==> src/rtl/counter_pkg.sv <==
// Shared definitions for the counters library.
//   DIR_UP / DIR_DOWN : encodings of the up_dn input.
//   clog2             : minimum register width needed to hold a value.
//   modulus_ok        : legality check for a MODULUS/WIDTH pairing.
package counter_pkg;

  localparam logic DIR_UP   = 1'b1;
  localparam logic DIR_DOWN = 1'b0;

  // Number of bits needed to represent values 0 .. v-1 (at least 1).
  function automatic int unsigned clog2(input int unsigned v);
    int unsigned r;
    r = 0;
    while ((64'(1) << r) < 64'(v)) r++;
    return (r == 0) ? 1 : r;
  endfunction

  // MODULUS must lie in 2 .. 2^WIDTH.
  function automatic bit modulus_ok(input int unsigned modulus, input int unsigned width);
    return (modulus >= 2) && (64'(modulus) <= (64'(1) << width));
  endfunction

endpackage

==> src/rtl/mod_n_updown_counter_tff_cell.sv <==
// Single toggle flip-flop: q inverts on each rising clk while t is high.
//   clk   : rising-edge clock
//   rst_n : asynchronous active-low reset, q -> 0
//   t     : toggle enable
//   q     : stored bit
module tff_cell (
  input  logic clk,
  input  logic rst_n,
  input  logic t,
  output logic q
);

  always_ff @(posedge clk or negedge rst_n) begin
    if (!rst_n) q <= 1'b0;
    else if (t) q <= ~q;
  end

endmodule

==> src/rtl/mod_n_updown_counter.sv <==
// Modulo-MODULUS up/down counter with enable, parallel load and terminal-count carry.
// The count lives in a bank of toggle cells; each cell toggles where the decoded
// next count differs from the present count, so no out-of-range value is ever held.
//   clk, rst_n : clock, asynchronous active-low reset
//   sync_clr   : synchronous clear, highest priority (only with MOD_N_COUNTER_SYNC_CLR_EN)
//   en         : count enable
//   up_dn      : 1 = up, 0 = down
//   load       : synchronous load strobe, load_val applied
//   count      : current count (registered)
//   tc         : terminal-count carry (combinational), drives the next stage's en
//   wrap       : one-cycle pulse after a wrap (registered)
//   load_err   : one-cycle pulse after an out-of-range load (registered)
// Optional feature macro: MOD_N_COUNTER_SYNC_CLR_EN
module mod_n_updown_counter
  import counter_pkg::*;
#(
  parameter int unsigned WIDTH   = 3,
  parameter int unsigned MODULUS = 7
) (
  input  logic             clk,
  input  logic             rst_n,
`ifdef MOD_N_COUNTER_SYNC_CLR_EN
  input  logic             sync_clr,
`endif
  input  logic             en,
  input  logic             up_dn,
  input  logic             load,
  input  logic [WIDTH-1:0] load_val,
  output logic [WIDTH-1:0] count,
  output logic             tc,
  output logic             wrap,
  output logic             load_err
);

  localparam logic [WIDTH-1:0] MAX_C   = WIDTH'(MODULUS - 1);
  localparam logic [WIDTH:0]   MOD_EXT = (WIDTH + 1)'(MODULUS);

  if (!modulus_ok(MODULUS, WIDTH)) begin : g_bad_param
    $error("mod_n_updown_counter: MODULUS must be in 2 .. 2**WIDTH");
  end

  logic [WIDTH-1:0] nxt;
  logic [WIDTH-1:0] tgl;
  logic             wrap_d;
  logic             err_d;
  logic             clr;
  logic             at_end;

`ifdef MOD_N_COUNTER_SYNC_CLR_EN
  assign clr = sync_clr;
`else
  assign clr = 1'b0;
`endif

  // Terminal count for the current direction.
  assign at_end = (up_dn == DIR_UP) ? (count == MAX_C) : (count == '0);
  assign tc     = en & ~load & ~clr & at_end;

  // Next-count decode: clear > load > enable > hold.
  always_comb begin
    nxt    = count;
    wrap_d = 1'b0;
    err_d  = 1'b0;
    if (clr) begin
      nxt = '0;
    end else if (load) begin
      if ({1'b0, load_val} < MOD_EXT) begin
        nxt = load_val;
      end else begin
        nxt   = '0;
        err_d = 1'b1;
      end
    end else if (en) begin
      if (up_dn == DIR_UP) begin
        if (count == MAX_C) begin
          nxt    = '0;
          wrap_d = 1'b1;
        end else begin
          nxt = count + WIDTH'(1);
        end
      end else begin
        if (count == '0) begin
          nxt    = MAX_C;
          wrap_d = 1'b1;
        end else begin
          nxt = count - WIDTH'(1);
        end
      end
    end
  end

  assign tgl = count ^ nxt;

  for (genvar i = 0; i < WIDTH; i++) begin : g_cell
    tff_cell u_cell (
      .clk   (clk),
      .rst_n (rst_n),
      .t     (tgl[i]),
      .q     (count[i])
    );
  end

  // Event pulses.
  always_ff @(posedge clk or negedge rst_n) begin
    if (!rst_n) begin
      wrap     <= 1'b0;
      load_err <= 1'b0;
    end else begin
      wrap     <= wrap_d;
      load_err <= err_d;
    end
  end

endmodule

==> config.mk <==
export PLATFORM = sky130hd
export DESIGN_NAME = mod_n_updown_counter
export DESIGN_NICKNAME = d
export VERILOG_FILES = /design/src/rtl/counter_pkg.sv /design/src/rtl/mod_n_updown_counter_tff_cell.sv /design/src/rtl/mod_n_updown_counter.sv
export SDC_FILE = /design/constraint.sdc
export NUM_CORES = 1
export LEC_CHECK = 0
export ABC_AREA = 0
export CAP_MARGIN = 20
export CORE_AREA = 2 2 39 41
export CTS_BUF_LIST = sky130_fd_sc_hd__clkbuf_16
export DETAILED_ROUTE_END_ITERATION = 10
export DIE_AREA = 0 0 41 43
export PLACE_DENSITY_LB_ADDON = 0.1
export SETUP_SLACK_MARGIN = 0.1
export SKIP_CTS_REPAIR_TIMING = 1
export SLEW_MARGIN = 10
export SYNTH_ARGS = -nofsm -noshare
export SYNTH_HDL_FRONTEND = slang
export SYNTH_HIERARCHICAL = 1
export SYNTH_SLANG_ARGS = --single-unit
export TNS_END_PERCENT = 5
==> constraint.sdc <==
create_clock -name clk -period 1.7 [get_ports clk]
set_input_delay 0.255 -clock clk [delete_from_list [all_inputs] [get_ports clk]]
set_output_delay 0.255 -clock clk [all_outputs]
set_load 0.01 [all_outputs]
==> metrics.md <==
| Metric | Value |
|---|---|
| ANT nets after route | 0 |
| Post-synthesis register bit count | 5 |
| Core region area | 1380 sq um |
| Synth area leaders | dfrtp_1 32%, ha_1 16%, xor2_1 9.1%, xnor2_1 6.8%, nand2_1 5.8% |
| Avg WL per Cell | 11.4 microns |
| Number of synthesized flops with an enable pin | 0 |
| Sequential fraction of the synthesis area | 32.4% |
| CP endpoint kind | flop |
| Status | completed |
| # IOs | 14 |
| Cell breakdown of the critical path | buf_6 > ha_4 > or2_1 > a31oi_2 > xnor2_1 > o2bb2ai_1 > xor2_1 |
| Post-synth ARST share | 100% |
| Multi-input gate area | 314 sq um |
| Final slew viol count | 0 |
| Fin crit share | 96.7% |
| Clock Latency Late Sink | 0.23 ns |
| Clk slew on worst S/H paths | 0.03 ns |
| Starting density of the core | 27.9% |
| Die ar. | 1760 sq um |
| Final setup violation count | 0 |
| Critical path required time | 1.81 ns |
| Placed insts | 81 |
| Min Tclk post-route | 1.64 ns |
| Clock sink total | 5 |
| Worst hold margin | 0.249 ns |
| Critical Path Sink | g_cell[1].u_cell/q |
| Avg Inst Size Synth | 8.99 sq um |
| CTS root buf | clkbuf_16 |
| Area share of the largest cell type after synthesis | 32.4% |
| H-tree depth | 1 |
| CTS tree | done |
| Post-placement worst setup slack | -0.245 ns |
| Synth area leader | dfrtp_1 |
| Final Hold Vio Count | 0 |
| Crit path max-delay family | flip-flops |
| Reg2reg start | g_cell[1].u_cell/q |
| Setup crit start kind | flop |
| Mapped Area | 387 sq um |
| Crit-path max FO | 3 |
| F_max | 0.608 GHz |
| Area Overhead vs Synth | 100% |
| Setup WS post-layout | 0.0554 ns |
| Final Util | 56.0% |
| Final Skew | 0.000120 ns |
| CP max stage delay | 0.41 ns |
| Finished Layout Cells | 87 |
| Overall Global Routing Usage | 12.3% |
| # port buffers | 13 |
| Max clock buf depth | 2 |
| VDD IR max | 0.000715 V |
| Ys flop type | dfrtp_1 |
| Post-synthesis cell count | 43 |
| # nets final | 85 |
| Vias in the first global route | 357 |
| R2R cell count | 7 |
| Synth top cells by count | 6 x nand2_1, 5 x dfrtp_1, 5 x ha_1, 5 x nor2_1, 4 x xor2_1 |
| Fill cells | 134 |
| Critical path startpoint | g_cell[1].u_cell/q |
| RSZ-0062 raised after global routing | true |
| Routability cong. | 0.719 |
| Total CTS buffers | 3 |
| Ant. Diodes | 0 |
| Headroom to the max-slew limit | 80.1% |
| R2R Path End | g_cell[1].u_cell/q |
| DRC errors left | 0 |
| Stages on worst setup path | 7 |
| DIE WIDTH | 41 microns |
| Drt via density | 4.45 |
| Share of post-route cells with drive strength above 1 | 36.6% |
| Row count | 14 |
| Power Density | 1770 nW/um^2 |
| Crit Path Category | reg2reg |
| First-pass GRT wire length | 1480 microns |
| Slowest library cell on the worst path | dfrtp_2 |
| Initial antenna violation count | 0 |
| Via count | 387 |
| Worst path buffer plus inverter count | 1 |
| DP HPWL | 739 microns |
| Largest net degree at the start of global routing | 7 |
| Die height | 43 microns |
| Setup_tns | 0 ns |
| Worst Max-Slew Pin Slew | 0.295 ns |
| Syn Nets | 56 |
| Max_cap viols | 0 |
| Syn. warnings | 6 |
| Register area | 128 sq um |
| HP Class | in2async |
| Worst Path Arrival | 1.75 ns |
| LEAKAGE | 0.350 nW |
| Synth unique cells | 17 |
| Routed wire length | 989 microns |
| Cell with the most instances after synthesis | nand2_1 |
| Violation count after the first detailed-route iteration | 2 |
| Reg2reg setup slack | 0.06 ns |
| Grt ovf | 0 |
| Pre-antenna DRT Iters | 2 |
## per-stage QoR
step	instance area, sq um	power [mW]
finish	774	1.37
global route	774	1.48
CTS	686	1.20
detailed placement	607	0.816
global placement	607	0.819
floorplan	389	0.511
## layer usage
metal	wire [microns]	vias to the layer above	track usage, %
li1	-	198	-
met1	453	181	16.0
met2	513	8	19.1
met3	22	0	0
met4	0	0	8.00
met5	0	-	0
## worst register-to-register path, stage by stage (launching register included)
cell and delay [ns]:
dfrtp_2 0.41, buf_6 0.13, ha_4 0.15, or2_1 0.24, a31oi_2 0.18, xnor2_1 0.15, o2bb2ai_1 0.11, xor2_1 0.16
## cell usage in the layout (no fill, tap or decap), types with 3 or more instances in the layout
cell type / Yosys / final
clkdlybuf4s50_1: 0 / 10
buf_4: 0 / 8
nand2_1: 6 / 6
nor2_1: 5 / 4
xor2_1: 4 / 4
xnor2_1: 3 / 3
ha_4: 0 / 3
clkbuf_16: 0 / 3
dfrtp_1: 5 / 3
buf_6: 0 / 3
## layout make-up
cell class | count | area share (%)
multi-input combinational | 36 | 40.5
clock buffer | 3 | 9.69
clock inverter | 1 | 0.485
sequential | 5 | 16.5
inverter | 2 | 1.29
tap | 16 | 2.58
timing repair buffer | 24 | 28.9
## state kept, by name, indices dropped and copies added, names as in the netlist
| signal | flops |
|---|---|
| g_cell.u_cell/q | 3 |
| load_err | 1 |
| wrap | 1 |
## worst min-delay path by stage
stage | endpoint | slack [ns] | depth (start not counted)
floorplan | g_cell[0].u_cell/q | -0.04 | 0
global placement | g_cell[2].u_cell/q | 0.49 | 1
detailed placement | wrap | 0.49 | 1
CTS | g_cell[2].u_cell/q | 0.26 | 1
global route | g_cell[2].u_cell/q | 0.28 | 1
finish | wrap | 0.25 | 1
## power breakdown
| part | total, mW | switching (mW) | internal [mW] |
|---|---|---|---|
| Clock | 0.383 | 0.0783 | 0.305 |
| Combinational | 0.780 | 0.350 | 0.431 |
| Sequential | 0.208 | 0.0405 | 0.168 |
| Total | 1.37 | 0.468 | 0.903 |
## logic make-up (layout without fill, tap and decap cells)
| group | Yosys count | in the layout | synth area share (%) |
|---|---|---|---|
| xor+xnor | 7 | 7 | 15.9 |
| flops | 5 | 5 | 32.4 |
| compound gates | 8 | 8 | 14.2 |
| buf+inv | 2 | 30 | 1.94 |
| simple gates | 16 | 16 | 19.4 |
| fa+ha+maj | 5 | 5 | 16.2 |
No activity file was read; power rests on OpenSTA's default activity.
